--- src/rtl/duc_mc_fs4.sv ---
// duc_mc_fs4: FIFO-fed I/Q to real fs/4 upconverter with INTERP-fold hold; define DUC_SAT_CNT_EN to add sat_count.
// Latency: a push on edge k gives first output on edge k+1 from IDLE; in_ready drops only when the FIFO is full.
module duc_mc_fs4 #(
  parameter int DATA_W     = 16,
  parameter int FIFO_DEPTH = 8,
  parameter int INTERP     = 4,
  parameter int INV        = 0
) (
  input  logic              sys_clk,
  input  logic              rst,
  input  logic              in_valid,
  output logic              in_ready,
  input  logic [DATA_W-1:0] i_signal,
  input  logic [DATA_W-1:0] q_signal,
  input  logic              enable,
  output logic              valid,
  output logic [DATA_W-1:0] rf_output,
  output logic              empty,
  output logic              underrun
`ifdef DUC_SAT_CNT_EN
  ,
  output logic [15:0]       sat_count
`endif
);

  localparam int AW = $clog2(FIFO_DEPTH);
  localparam int CW = (INTERP > 1) ? $clog2(INTERP) : 1;
  localparam logic [AW:0]       FULL_CNT = (AW+1)'(FIFO_DEPTH);
  localparam logic [CW-1:0]     LAST_CNT = CW'(INTERP - 1);
  localparam logic [DATA_W-1:0] MIN_V    = {1'b1, {(DATA_W-1){1'b0}}};
  localparam logic [DATA_W-1:0] MAX_V    = {1'b0, {(DATA_W-1){1'b1}}};

  typedef enum logic {IDLE, RUN} state_t;

  logic [DATA_W-1:0] r_mem_i [FIFO_DEPTH];
  logic [DATA_W-1:0] r_mem_q [FIFO_DEPTH];
  logic [AW-1:0]     r_wr_ptr;
  logic [AW-1:0]     r_rd_ptr;
  logic [AW:0]       r_count;
  state_t            r_state;
  logic [1:0]        r_phase;
  logic [CW-1:0]     r_hcnt;
  logic [DATA_W-1:0] r_hold_i;
  logic [DATA_W-1:0] r_hold_q;

  logic              w_push;
  logic              w_pop;
  logic              w_last;
  logic              w_emit;
  logic              w_neg;
  logic              w_is_min;
  logic [DATA_W-1:0] w_src_i;
  logic [DATA_W-1:0] w_src_q;
  logic [DATA_W-1:0] w_sel;
  logic [DATA_W-1:0] w_mix;

  assign empty    = (r_count == '0);
  assign in_ready = (r_count != FULL_CNT);
  assign w_push   = in_valid && in_ready;

  // r_hcnt is the hold index of the output already emitted; the edge after the last one decides pop/idle.
  assign w_last = (r_hcnt == LAST_CNT);
  assign w_pop  = enable && !empty && ((r_state == IDLE) || w_last);
  assign w_emit = w_pop || ((r_state == RUN) && !w_last);

  assign w_src_i = w_pop ? r_mem_i[r_rd_ptr] : r_hold_i;
  assign w_src_q = w_pop ? r_mem_q[r_rd_ptr] : r_hold_q;

  always_comb begin
    w_sel    = r_phase[0] ? w_src_q : w_src_i;
    w_neg    = (INV == 0) ? (r_phase == 2'd1 || r_phase == 2'd2) : r_phase[1];
    w_is_min = (w_sel == MIN_V);
    w_mix    = w_sel;
    if (w_neg) begin
      w_mix = w_is_min ? MAX_V : -w_sel;
    end
  end

  always_ff @(posedge sys_clk) begin
    if (w_push) begin
      r_mem_i[r_wr_ptr] <= i_signal;
      r_mem_q[r_wr_ptr] <= q_signal;
    end
  end

  always_ff @(posedge sys_clk or posedge rst) begin
    if (rst) begin
      r_wr_ptr <= '0;
      r_rd_ptr <= '0;
      r_count  <= '0;
    end else begin
      if (w_push) r_wr_ptr <= r_wr_ptr + AW'(1);
      if (w_pop)  r_rd_ptr <= r_rd_ptr + AW'(1);
      case ({w_push, w_pop})
        2'b10:   r_count <= r_count + (AW+1)'(1);
        2'b01:   r_count <= r_count - (AW+1)'(1);
        default: r_count <= r_count;
      endcase
    end
  end

  always_ff @(posedge sys_clk or posedge rst) begin
    if (rst) begin
      r_state   <= IDLE;
      r_phase   <= 2'd0;
      r_hcnt    <= '0;
      r_hold_i  <= '0;
      r_hold_q  <= '0;
      valid     <= 1'b0;
      rf_output <= '0;
      underrun  <= 1'b0;
    end else begin
      underrun <= 1'b0;
      if (w_emit) begin
        r_state   <= RUN;
        valid     <= 1'b1;
        rf_output <= w_mix;
        r_phase   <= r_phase + 2'd1;
        r_hcnt    <= w_pop ? '0 : r_hcnt + CW'(1);
        if (w_pop) begin
          r_hold_i <= r_mem_i[r_rd_ptr];
          r_hold_q <= r_mem_q[r_rd_ptr];
        end
      end else begin
        r_state   <= IDLE;
        valid     <= 1'b0;
        rf_output <= '0;
        r_phase   <= 2'd0;
        r_hcnt    <= '0;
        // Starvation is only reported when the sample ran out while still enabled.
        if ((r_state == RUN) && enable) underrun <= 1'b1;
      end
    end
  end

`ifdef DUC_SAT_CNT_EN
  logic [15:0] r_sat_cnt;
  logic        w_sat;

  assign w_sat     = w_emit && w_neg && w_is_min;
  assign sat_count = r_sat_cnt;

  always_ff @(posedge sys_clk or posedge rst) begin
    if (rst) begin
      r_sat_cnt <= 16'd0;
    end else if (w_sat && (r_sat_cnt != 16'hFFFF)) begin
      r_sat_cnt <= r_sat_cnt + 16'd1;
    end
  end
`endif

endmodule
--- config.mk ---
export PLATFORM = sky130hd
export DESIGN_NAME = duc_mc_fs4
export DESIGN_NICKNAME = d
export VERILOG_FILES = /design/src/rtl/duc_mc_fs4.sv
export SDC_FILE = /design/constraint.sdc
export NUM_CORES = 1
export LEC_CHECK = 0
export CAP_MARGIN = 20
export CORE_MARGIN = 2
export CORE_UTILIZATION = 60
export DETAILED_ROUTE_END_ITERATION = 8
export PLACE_DENSITY = 0.77
export SETUP_SLACK_MARGIN = 0.1
export SLEW_MARGIN = 20
export SYNTH_ARGS = -nofsm -noshare
export SYNTH_HDL_FRONTEND = slang
export SYNTH_SLANG_ARGS = --single-unit
--- constraint.sdc ---
create_clock -name sys_clk -period 5.6 [get_ports sys_clk]
set_clock_uncertainty 0.05 [all_clocks]
set_input_delay 1.12 -clock sys_clk [delete_from_list [all_inputs] [get_ports sys_clk]]
set_output_delay 1.12 -clock sys_clk [all_outputs]
set_load 0.02 [all_outputs]
==> results.ini <==
[run_status]
status=completed

[timing]
grt_setup_unrepaired=false
worst_slew_pin_slew_ns=1.040
slew-limit-headroom=0.3064
setup-violations-final=0
setup_slack_ns=1.836
fin_hold_ws_ns=0.4006
fmax_ghz=0.2656
fin_tns_setup_ns=0
slew_viol_final=0
hold_violations=0
min_period_ns=3.764
fin_crit_sh=0.6722

[logic_synthesis]
synth_area_sq_mm=0.01292
synth_top_family_by_area=multiplexers
ys_ff_latch=320
synthFlopType=edfxtp_1
synth_edf_count=256
syn_inst=664
synthAdderAreaFrac=0.008327
synth_xor_xnor_area_share=0.01356
synth_compound_area_frac=0.02072
seq_area_frac_synth=0.7188
synth_area_per_cell_sq_um=19.46
synth-simple-area-share=0.03050
synth_nets=708
yosysWarnings=0
async_reset_ff_frac=0.2000
yosysUniqueCellTypes=52
synth.mux.area_fraction=0.1833

[place]
pre_cts_slack_ns=1.372
place_congestion=0.8778
dp_hpwl_mm=14.39
io_buffers=55

[route]
vias=6279
dr.first_iter.drc_count=463
drt_pass1_iterations=4
wl_per_cell_microns=23.25
avgViaCountPerCell=6.026
ant_nets=0
drt-total-wl_mm=24.22
drc=0

[floorplan]
die_w_microns=150.8
initial_core_util=0.6128
dieArea_sq_mm=0.02273
rows=53
core_area_sq_mm=0.02109
ios=56
fp.dieH_microns=150.8

[power]
power_leakage_nw=5.159
power.density_mw_per_mm2=559.3
ir_worst_vdd_mv=0.3026

[global_route]
antenna_found_initial=0
overflow=0
grt_max_degree=65
grt_usage=0.2218
grt_pass1_vias=6642
grt_pass1_wl_mm=37.56

[layout]
n_antenna_cell=0
finalNetCount=787
drive_above_1_share=0.2216
syn2layout_area_growth_pct=14.04
fin_util=0.6988

[critical_path]
crit_type=flip-flop to flip-flop
critPathRequiredTime_ns=5.98
arrival_ns=4.14
crit_fanout=34
slowest_stage=dfrtp_2
cp_common_cell=mux2i_1
cp-start-kind=flip-flop
cp_num_buf_inv=0
path_delay_family=multiplexers
cp-end-kind=flip-flop
cp_cell_sequence=mux4_1 -> mux2_2 -> mux2i_1 -> mux2i_1 -> nor4_4 -> nand4_4 -> nand2b_4 -> and3_1
cp_slowest_stage_delay_ns=1.04

[clock_network]
cts_setup_buffers=0
path_clk_slew_ns=0.06
cts_tree=built
clkLatencyLatePin_ns=0.55
ctsHoldBuffers=0
h-tree-depth=1
ctsResizeCount=0
cts_root_buf=clkbuf_16
cts_sinks=320
cts_buffers=31
clock_path_buffers=3

[worst_hold_path]
hold_path_class=flip-flop to flip-flop

[job]
drv_cap=0

## layout make-up
cell class	instances	area (sq um)
sequential	320	9293
clock inverter	25	117.6
clock buffer	32	779.5
fill	1315	6351
tap	275	344.1
multi-input combinational	279	3371
timing repair buffer	74	693.2
inverter	37	138.9
## synth_stat cells (all sizes together) (3+ instances only)
library cell  instances  area, sq um
edfxtp              256         7687
dfrtp                64         1602
mux4                 64         1516
mux2i                43        446.7
inv                  37        138.9
mux2                 36        405.4
buf                  21        155.1
a21oi                20        118.9
nor2                 18        67.56
xnor2                13        113.9
nand2                11        41.29
nor3                  9        61.31
o21ai                 8        40.04
clkbuf                7        26.28
ha                    7        87.58
xor2                  7        61.31
nand2b                6        45.04
a31oi                 5        31.28
nand3                 4        20.02
and3                  3        18.77
nand4                 3        33.78
nor4                  3        40.04
## state kept, by name (all words and copies together) (netlist names), 3 cells and up
name / count
r_rd_ptr: 3
r_wr_ptr: 3
r_mem_q: 128
rf_output: 16
r_count: 4
r_hold_i: 16
r_hold_q: 16
r_mem_i: 128
## cell families (layout without fill, tap and decap cells)
kind of cell | after synthesis | count (layout)
AOI/OAI and AO/OA | 42 | 42
xor gates and xnor gates | 20 | 20
adders and majority gates | 8 | 8
buffers and inverters | 65 | 168
DFF | 320 | 320
muxes | 143 | 143
and+or+nand+nor | 66 | 66
## through the flow
step / instances / total power, mW / area (sq um)
5_1_grt: 1042 / 8.677 / 14740
3_5_place_dp: 985 / 6.464 / 13840
3_3_place_gp: 984 / 6.303 / 13830
4_1_cts: 1042 / 8.302 / 14740
2_1_floorplan: 664 / 5.603 / 12920
6_report: 1042 / 8.242 / 14740
## where the power goes
group          internal, mW  switching, mW  total (mW)  leakage (nW)
clock                  1.00          0.827        1.83         0.441
combinational          1.40           1.52        2.92          1.64
sequential             3.12          0.380        3.50          3.07
total                  5.52           2.73        8.24          5.16
## worst reg2reg max path, cell delays in order, from the launching register on
cell and delay [ns]:
dfrtp_2 1.04, mux4_1 0.71, mux2_2 0.33, mux2i_1 0.19, mux2i_1 0.20, nor4_4 0.49
nand4_4 0.18, nand2b_4 0.26, and3_1 0.21
## worst paths after layout
path	start	end	slack, ns	cells after the start
max	r_rd_ptr[0]	rf_output[15]	1.84	8
min	r_hcnt[0]	r_hcnt[0]	0.40	1
max reg2reg	r_rd_ptr[0]	rf_output[15]	1.84	8
min reg2reg	r_hcnt[0]	r_hcnt[0]	0.40	1
max in group asynchronous	rst	r_rd_ptr[0]	3.85	3
min in group asynchronous	rst	r_count[3]	1.07	3
## cells in the final DEF (no fill, tap or decap), types with 8 or more instances in the layout
master / instances
xnor2_1: 13
mux4_2: 44
dfrtp_1: 61
clkdlybuf4s50_1: 55
edfxtp_1: 256
a21oi_1: 14
clkbuf_16: 31
nand2_1: 11
mux4_1: 20
mux2i_1: 41
nor2_1: 15
mux2_2: 36
buf_4: 19
clkinv_1: 14
inv_1: 35
o21ai_0: 8
## layer usage
metal  vias up  wire (microns)  global-route usage
met5         -               0                   0
met4         0             501             0.05654
met3        45             978             0.03424
met2       170           12160              0.3709
met1      3283           10590              0.3122
li1       2781               -                   -
Power figures use the tool's default switching activity.
